File: src/rtl/long_multiplier_pkg.sv
// Shared types and constants for the shift-add multiplier-accumulator.
// The default operand width matches the companion array divider.
package mul_pkg;

   localparam int WIDTH = 4;
   localparam int CNT_W = (WIDTH > 1) ? $clog2(WIDTH) : 1;

   typedef enum logic [1:0] {
      IDLE,
      RUN,
      DONE
   } mul_state_t;

endpackage

File: src/rtl/long_multiplier_if.sv
// Start/busy/done handshake plus operand and result bus of the multiplier.
// The master drives operands and start; the slave returns status and result.
interface long_multiplier_if;
   import mul_pkg::*;

   logic                   start;
   logic [WIDTH-1:0]       m;
   logic [WIDTH-1:0]       q;
   logic [WIDTH-1:0]       r;
   logic                   busy;
   logic                   done;
   logic [2*WIDTH-1:0]     d;
   logic                   ovf;

   modport master (
      output start, m, q, r,
      input  busy, done, d, ovf
   );

   modport slave (
      input  start, m, q, r,
      output busy, done, d, ovf
   );

endinterface

File: src/rtl/long_multiplier_rc_adder.sv
// Parameterised ripple-carry adder built from full-adder cells,
// same cell structure as the divider's RC array.
module rc_adder #(
   parameter int N = 8
) (
   input  logic [N-1:0] a_i,
   input  logic [N-1:0] b_i,
   input  logic         c_i,
   output logic [N-1:0] s_o,
   output logic         c_o
);

   logic [N:0] carry;

   assign carry[0] = c_i;

   for (genvar i = 0; i < N; i++) begin : g_fa
      assign s_o[i]       = a_i[i] ^ b_i[i] ^ carry[i];
      assign carry[i + 1] = (a_i[i] & b_i[i]) | (carry[i] & (a_i[i] ^ b_i[i]));
   end

   assign c_o = carry[N];

endmodule

File: src/rtl/long_multiplier.sv
// Sequential multiplier-accumulator D = Q*M + R, one partial product per clock.
// Rebuilds the dividend from the divider's quotient, divisor and remainder.
module long_multiplier
   import mul_pkg::*;
(
   input  logic               clk,
   input  logic               rst_n,
   long_multiplier_if.slave   mul_if
);

   mul_state_t           state_q, state_d;
   logic [WIDTH-1:0]     m_q, m_d;
   logic [WIDTH-1:0]     q_q, q_d;
   logic [2*WIDTH-1:0]   acc_q, acc_d;
   logic [CNT_W-1:0]     cnt_q, cnt_d;
   logic [2*WIDTH-1:0]   d_q, d_d;
   logic                 ovf_q, ovf_d;

   logic [2*WIDTH-1:0]   addend;
   logic [2*WIDTH-1:0]   sum;
   logic [2*WIDTH-1:0]   acc_step;
   logic                 add_cout_unused;

   // The accumulator can never overflow, so the carry out is discarded.
   assign addend = {{WIDTH{1'b0}}, m_q} << cnt_q;

   rc_adder #(.N(2 * WIDTH)) u_adder (
      .a_i (acc_q),
      .b_i (addend),
      .c_i (1'b0),
      .s_o (sum),
      .c_o (add_cout_unused)
   );

   assign acc_step = q_q[0] ? sum : acc_q;

   always_ff @(posedge clk or negedge rst_n) begin
      if (!rst_n) begin
         state_q <= IDLE;
         m_q     <= '0;
         q_q     <= '0;
         acc_q   <= '0;
         cnt_q   <= '0;
         d_q     <= '0;
         ovf_q   <= 1'b0;
      end else begin
         state_q <= state_d;
         m_q     <= m_d;
         q_q     <= q_d;
         acc_q   <= acc_d;
         cnt_q   <= cnt_d;
         d_q     <= d_d;
         ovf_q   <= ovf_d;
      end
   end

   always_comb begin
      state_d = state_q;
      m_d     = m_q;
      q_d     = q_q;
      acc_d   = acc_q;
      cnt_d   = cnt_q;
      d_d     = d_q;
      ovf_d   = ovf_q;
      case (state_q)
         IDLE: begin
            if (mul_if.start) begin
               m_d     = mul_if.m;
               q_d     = mul_if.q;
               acc_d   = {{WIDTH{1'b0}}, mul_if.r};
               cnt_d   = '0;
               state_d = RUN;
            end
         end
         RUN: begin
            acc_d = acc_step;
            q_d   = q_q >> 1;
            cnt_d = cnt_q + 1'b1;
            // Result registers load with the final partial sum on the way into DONE.
            if (cnt_q == CNT_W'(WIDTH - 1)) begin
               state_d = DONE;
               d_d     = acc_step;
               ovf_d   = acc_step[2*WIDTH-1];
            end
         end
         DONE:    state_d = IDLE;
         default: state_d = IDLE;
      endcase
   end

   assign mul_if.busy = (state_q == RUN);
   assign mul_if.done = (state_q == DONE);
   assign mul_if.d    = d_q;
   assign mul_if.ovf  = ovf_q;

endmodule

File: src/flat_wrapper.sv
// flat-port wrapper written by rule: the top's interface ports become plain ports
module long_multiplier_flat import mul_pkg::*;
  (clk, rst_n, mul_if_start, mul_if_m, mul_if_q, mul_if_r, mul_if_busy, mul_if_done, mul_if_d, mul_if_ovf);
  long_multiplier_if mul_if_i ();
  input  logic clk;
  input  logic rst_n;
  input wire logic [$bits(mul_if_i.start)-1:0] mul_if_start;
  input wire logic [$bits(mul_if_i.m)-1:0] mul_if_m;
  input wire logic [$bits(mul_if_i.q)-1:0] mul_if_q;
  input wire logic [$bits(mul_if_i.r)-1:0] mul_if_r;
  output wire logic [$bits(mul_if_i.busy)-1:0] mul_if_busy;
  output wire logic [$bits(mul_if_i.done)-1:0] mul_if_done;
  output wire logic [$bits(mul_if_i.d)-1:0] mul_if_d;
  output wire logic [$bits(mul_if_i.ovf)-1:0] mul_if_ovf;
  assign mul_if_i.start = mul_if_start;
  assign mul_if_i.m = mul_if_m;
  assign mul_if_i.q = mul_if_q;
  assign mul_if_i.r = mul_if_r;
  assign mul_if_busy = mul_if_i.busy;
  assign mul_if_done = mul_if_i.done;
  assign mul_if_d = mul_if_i.d;
  assign mul_if_ovf = mul_if_i.ovf;
  long_multiplier u_core (.clk(clk), .rst_n(rst_n), .mul_if(mul_if_i));
endmodule
File: config.mk
export PLATFORM = sky130hd
export DESIGN_NAME = long_multiplier_flat
export DESIGN_NICKNAME = d
export VERILOG_FILES = /design/src/rtl/long_multiplier_pkg.sv /design/src/rtl/long_multiplier_if.sv /design/src/rtl/long_multiplier_rc_adder.sv /design/src/rtl/long_multiplier.sv /design/src/flat_wrapper.sv
export SDC_FILE = /design/constraint.sdc
export NUM_CORES = 1
export LEC_CHECK = 0
export CAP_MARGIN = 15
export CELL_PAD_IN_SITES_DETAIL_PLACEMENT = 1
export CELL_PAD_IN_SITES_GLOBAL_PLACEMENT = 1
export CORE_MARGIN = 4
export CORE_UTILIZATION = 25
export CTS_BUF_LIST = sky130_fd_sc_hd__clkbuf_4
export DETAILED_ROUTE_END_ITERATION = 16
export PLACE_DENSITY_LB_ADDON = 0.25
export SLEW_MARGIN = 10
export SYNTH_ARGS = -nofsm -noshare
export SYNTH_HDL_FRONTEND = slang
export SYNTH_SLANG_ARGS = --single-unit
File: constraint.sdc
create_clock -name clk -period 5.2 [get_ports clk]
set_clock_uncertainty 0.2 [all_clocks]
set_input_delay 0.52 -clock clk [delete_from_list [all_inputs] [get_ports clk]]
set_output_delay 0.52 -clock clk [all_outputs]
set_load 0.05 [all_outputs]
# After elaboration in Yosys (flattened, before gate mapping)
# Cells that the tools add are included.
# W data, S select, Z words.
[word_totals] reg_bits=29 word_cells=64
[op_classes] addsub=1 eq_ne=5 n_shift=1 n_mux=10 bitwise_logic=34 reduce_logical=6
[op_table] operator="$mux W8" n=2
[op_table] operator="$pmux W8 S2" n=1
[op_table] operator="$xor A1 B1 Y1" n=15
[op_table] operator="$and A1 B1 Y1" n=13
[op_table] operator="$pmux W2 S2" n=2
[op_table] operator="$pmux W4 S2" n=1
[op_table] operator="$reduce_and A2 Y1" n=4
[op_table] operator="$shl A4 B2 Y8" n=1
[op_table] operator="$mux W2" n=3
[op_table] operator="$or A1 B1 Y1" n=6
[op_table] operator="$eq A2 B2 Y1 const B" n=2
[op_table] operator="$mux W4" n=1
[op_table] operator="$add A2 B1 Y2 const B" n=1
[op_table] operator="$eq A2 B1 Y1 const B" n=1
[op_table] operator="$logic_not A2 Y1" n=1
[op_table] operator="$ne A2 B1 Y1 const B" n=1
[op_table] operator="$ne A2 B2 Y1 const B" n=1
[op_table] operator="$reduce_bool A2 Y1" n=1

# Longest topological paths before layout
[depth] depth_word=17 ltp_mapped=17 mapped_depth_nobuf=16

# Hierarchy
# A second synthesis with hierarchy kept.
[hier_totals] cells_unflattened=141 area_unflattened_um2=1554.0
[modules_own_cells] module="long_multiplier" instances=1 cells_per_inst=123 area_each_um2=1356.3 seq_area_each_um2=700.7
[modules_own_cells] module="rc_adder" instances=1 cells_per_inst=18 area_each_um2=197.7 seq_area_each_um2=0.0

# Worst setup path before layout
# No wires, ideal clock.
[synth_timing] path_kind="flip-flop to flip-flop" from="reg u_core.cnt_q[0]" to="reg u_core.acc_q[7]" setup_ps=121 arrival_time_ps=3407 t_required_ps=4879 path_slack_ps=1472 path_stages_with_launch=18 n_path_buf=1 period_less_slack_ps=3728 cell_sequence="dfrtp_1 > clkbuf_1 > nor3b_1 > ha_1 > inv_1 > fa_1 > inv_1 > fa_1 > fa_1 > inv_1 > fa_1 > inv_1 > fa_1 > inv_1 > fa_1 > nor2b_1 > mux2_2 > a22o_1"
[synth_between] elab_chain_cells=17 elab_cells_between_ends=30 classes_between="shift (1); mux (2); bitwise (27)"
[synth_rtl] item="from (decl)" line_no="long_multiplier.sv:15" rtl="logic [CNT_W-1:0] cnt_q, cnt_d;"
[synth_rtl] item="from (signal assigned)" line_no="long_multiplier.sv:51" rtl="cnt_q <= cnt_d;"
[synth_rtl] item="$shl A4 B2 Y8 (*)" line_no="long_multiplier.sv:25" rtl="assign addend = {{WIDTH{1'b0}}, m_q} << cnt_q;"
[synth_rtl] item="$and A1 B1 Y1 / $xor A1 B1 Y1 (equally long branches)" line_no="long_multiplier_rc_adder.sv:19" rtl="assign carry[i + 1] = (a_i[i] & b_i[i]) | (carry[i] & (a_i[i] ^ b_i[i]));"
[synth_rtl] item="$and A1 B1 Y1" line_no="long_multiplier_rc_adder.sv:19"
[synth_rtl] item="$or A1 B1 Y1" line_no="long_multiplier_rc_adder.sv:19"
[synth_rtl] item="$and A1 B1 Y1" line_no="long_multiplier_rc_adder.sv:19"
[synth_rtl] item="$or A1 B1 Y1" line_no="long_multiplier_rc_adder.sv:19"
[synth_rtl] item="$and A1 B1 Y1" line_no="long_multiplier_rc_adder.sv:19"
[synth_rtl] item="$or A1 B1 Y1" line_no="long_multiplier_rc_adder.sv:19"
[synth_rtl] item="$and A1 B1 Y1" line_no="long_multiplier_rc_adder.sv:19"
[synth_rtl] item="$or A1 B1 Y1" line_no="long_multiplier_rc_adder.sv:19"
[synth_rtl] item="$and A1 B1 Y1" line_no="long_multiplier_rc_adder.sv:19"
[synth_rtl] item="$or A1 B1 Y1" line_no="long_multiplier_rc_adder.sv:19"
[synth_rtl] item="$and A1 B1 Y1" line_no="long_multiplier_rc_adder.sv:19"
[synth_rtl] item="$or A1 B1 Y1" line_no="long_multiplier_rc_adder.sv:19"
[synth_rtl] item="$xor A1 B1 Y1 (*)" line_no="long_multiplier_rc_adder.sv:18" rtl="assign s_o[i] = a_i[i] ^ b_i[i] ^ carry[i];"
[synth_rtl] item="$mux W8 (*)" line_no="long_multiplier.sv:35" rtl="assign acc_step = q_q[0] ? sum : acc_q;"
[synth_rtl] item="$pmux W8 S2 (*)" line_no="long_multiplier.sv:65" rtl="case (state_q)"
[synth_rtl] item="to (signal assigned)" line_no="long_multiplier.sv:42" rtl="acc_q <= '0;"
[synth_rtl] item="to (signal assigned)" line_no="long_multiplier.sv:50" rtl="acc_q <= acc_d;"
[synth_rtl] item="to (decl)" line_no="long_multiplier.sv:14" rtl="logic [2*WIDTH-1:0] acc_q, acc_d;"
# Mark *: on every way between the ends. The rest lies on a longest branch, timed or not.
# A chain may end at the register's enable or synchronous reset.

# Worst setup path in the final report
# Same ends and word-level chain as after synthesis.

==> results by group <==
Global routing
  • First-pass GRT wire length: 5980 µm
  • GR Util All Layers: 0.102
  • Number of global-route vias before repair: 1186
  • Largest net degree at the start of global routing: 29
  • GR Overflow Total: 0
  • Initial antenna violation count: 0

Worst setup path
  • R2r setup slk: 1.23 ns
  • Crit path launch type: register
  • Worst r2r src: u_core.cnt_q[0]$_DFFE_PN0P_
  • Crit. Startpoint: u_core.cnt_q[0]$_DFFE_PN0P_
  • Req. time, crit path: 5.25 ns
  • Setup CP Type: register to register
  • Critical path fanouts, max: 13
  • R2R depth: 15
  • Crit. End Element: register
  • Reg2reg end: u_core.acc_q[7]$_DFFE_PN0P_
  • CP arrival: 4.02 ns

Layout
  • # fillers: roughly 680
  • Most frequent cells in the layout: dfrtp_1 (28), clkdlybuf4s50_1 (25), o21ai_0 (16), nand2_1 (16), inv_1 (11)
  • Non-Filler Instances: 237
  • ANT cells: 0
  • Commonest non-fill, non-tap cell in the layout: dfrtp_1
  • Post-route cell area: 1870 µm²
  • Nets: between 150 and 200
  • Util after Layout: 0.317
  • Share of cells above drive strength 1: 0.123
  • Syn-to-layout area delta: 23.4%

Yosys
  • Xor-xnor portion of the synthesized cell area: 0.00579
  • Synth unique cells: 32
  • Yosys warns: 0
  • Sequential area share after synthesis: 0.463
  • Simple-gate area share of the yosys netlist: 0.132
  • Synth Instances: 140
  • Compound-Gate Fraction of Synth Area: 0.138
  • Synth Area in Adders: 0.0959
  • Mapped cell area: 1510 µm²
  • Post-synthesis register bit count: 28
  • Mux share of post-synthesis cell area: 0.105
  • Syn avg cell area: 10.8 µm²
  • Largest family of logic cells by synthesized area: compound AO/OA/AOI/OAI gates
  • Synth Net Count: 163

Worst hold path
  • Worst Hold Launch: u_core.mul_if.d[5]$_DFFE_PN0P_
  • Hold endpoint: u_core.mul_if.d[5]$_DFFE_PN0P_
  • Hold Crit Depth: 2
  • Min-Delay Path Class: register to register

STA
  • Unrepaired setup endpoints after global routing: false
  • Worst Tran Pin Value: 0.553 ns
  • Final Hold Fails: 0
  • Final Cycle Share: 0.763
  • Pins over their slew limit: 0
  • Peak Freq: 252 MHz
  • Slew HR: 0.630
  • TNS Setup: 0 ns
  • Post-layout min period: 3.97 ns
  • Final setup vio count: 0

Die
  • Die Wd: 85.8 µm
  • Die Y: 85.8 µm
  • Full die area: 7370 µm²
  • Core ar.: 5890 µm²
  • Starting Density: 0.257
  • I/O pin cnt: 26
  • Rows: 28

Drt
  • Final ANT Viol Nets: 0
  • DR WL/cell: 14.1 µm
  • Drt total wl: 3350 µm
  • 1st-iter DRT viols: 38
  • 1st-pass router iterations: 2
  • Vias per cell: approximately 4.5
  • DR DRC count: 0
  • Vias: 1069

Clocking
  • Post-CTS Setup Bufs: 0
  • Clock Tree Root: clkbuf_4
  • CTS tree: done
  • Num CTS Buffers: 3
  • Clock-pin slew on the worst setup and hold paths: 0.16 ns
  • Post-CTS Hold Fix Bufs: 0
  • H-tree depth: 1
  • Post-CTS Resized: 0
  • Clock sink count: 28
  • Clk buf depth: 2
  • Worst-skew pair later-pin latency: roughly 0.33 ns

Pwr
  • Total Power: around 1.3 mW
  • Leak: roughly 0.78 nW
  • Pwr dens: between 600 and 700 nW/µm²
  • Max IR drop VDD: approximately 0.27 mV

Placement
  • Placed instance area: 1820 µm²
  • Buffers on Ports: 25
  • DP Cell Count: 233
  • HPWL after DPL: 2570 µm
  • Routability congestion estimate from global placement: 0.823

Job
  • Max cap viols: 0

Run status
  • Status: complete, no violations
[state kept, by name, summed over array words and instances (netlist names)]
| register | flops |
|---|---|
| u_core.m_q | 4 |
| u_core.q_q | 4 |
| u_core.acc_q | 8 |
| u_core.state_q | 2 |
| u_core.mul_if.d | 8 |
| u_core.cnt_q | 2 |
[per-stage QoR]
step | hold slack, ns | setup slack (ns)
2_1_floorplan | 0.0244 | 1.47
3_3_place_gp | 0.260 | 1.40
3_5_place_dp | 0.270 | 1.25
4_1_cts | 0.307 | 1.23
5_1_grt | 0.340 | 0.958
6_report | 0.293 | 1.23
[routing by layer]
metal  track usage  up-vias  part of all wire
li1              -      521                 -
met1         0.140      525              0.49
met2         0.162       21              0.47
met3        0.0240        2             0.033
met4        0.0259        0             0.013
met5             0        -                 0
[how the worst max path moves through the flow]
stage | to | slack, ns | depth (start not counted)
final | u_core.acc_q[7]$_DFFE_PN0P_ | 1.23 | 15
after global routing | u_core.acc_q[7]$_DFFE_PN0P_ | 0.96 | 15
after CTS | u_core.acc_q[7]$_DFFE_PN0P_ | 1.23 | 15
after detailed placement | u_core.acc_q[7]$_DFFE_PN0P_ | 1.25 | 15
after global placement | u_core.acc_q[7]$_DFFE_PN0P_ | 1.40 | 15
after floorplan | u_core.acc_q[7]$_DFFE_PN0P_ | 1.47 | 17
[cell type report]
type | count | area (µm²) | area share
well taps | 75 | 93.8 | 0.0502
clock buffers | 3 | 22.5 | 0.0121
flip-flops and latches | 28 | 701 | 0.375
repair buffers | 26 | 258 | 0.138
multi-input cells | 93 | 722 | 0.386
clock inverters | 1 | 30.0 | 0.0161
inverters | 11 | 41.3 | 0.0221
[worst max-delay path: stages, from the launching register on]
cell	delay (ns)
dfrtp_1	0.62
mux2i_1	0.13
or2_2	0.30
fa_1	0.39
inv_1	0.07
fa_1	0.19
fa_1	0.18
inv_1	0.05
fa_1	0.35
inv_1	0.08
fa_1	0.16
inv_1	0.05
fa_1	0.35
nor2b_1	0.23
mux2_2	0.36
a22o_1	0.17
[cell usage after synthesis]
library cell | instances | area [µm²]
nor3b_4 | 1 | 18.8
o221a_2 | 4 | 45.0
nor2_2 | 1 | 6.26
o22ai_1 | 2 | 12.5
and2b_1 | 1 | 7.51
nand2_1 | 16 | 60.1
a22oi_1 | 3 | 22.5
a22o_1 | 3 | 26.3
mux2_2 | 7 | 78.8
mux2i_1 | 8 | 80.1
nor2b_1 | 3 | 18.8
a21oi_1 | 2 | 10.0
dfrtp_1 | 28 | 701
o21ai_1 | 1 | 5.00
nand3b_1 | 2 | 15.0
buf_2 | 3 | 15.0
clkbuf_1 | 1 | 3.75
o21bai_1 | 1 | 7.51
nand2b_2 | 1 | 8.76
nand2b_1 | 4 | 25.0
xnor2_1 | 1 | 8.76
buf_6 | 1 | 11.3
o21ai_0 | 16 | 80.1
or2_2 | 1 | 6.26
inv_1 | 11 | 41.3
fa_1 | 6 | 120
nor2_1 | 3 | 11.3
buf_4 | 2 | 15.0
nand3_1 | 3 | 15.0
nor3b_1 | 1 | 7.51
clkbuf_2 | 1 | 5.00
ha_1 | 2 | 25.0
[cell families (layout without fill, tap and decap cells)]
family	after synthesis	in the layout
simple gates	37	37
xor+xnor	1	1
mux	15	15
buf+inv	19	41
fa+ha+maj	8	8
compound gates	32	32
flops	28	28
[report_power, final]
group / switching (mW) / internal, mW
clock network: 0.0685 / 0.0780
registers: 0.117 / 0.309
logic: 0.392 / 0.302
(Power assumes the default switching activity.)
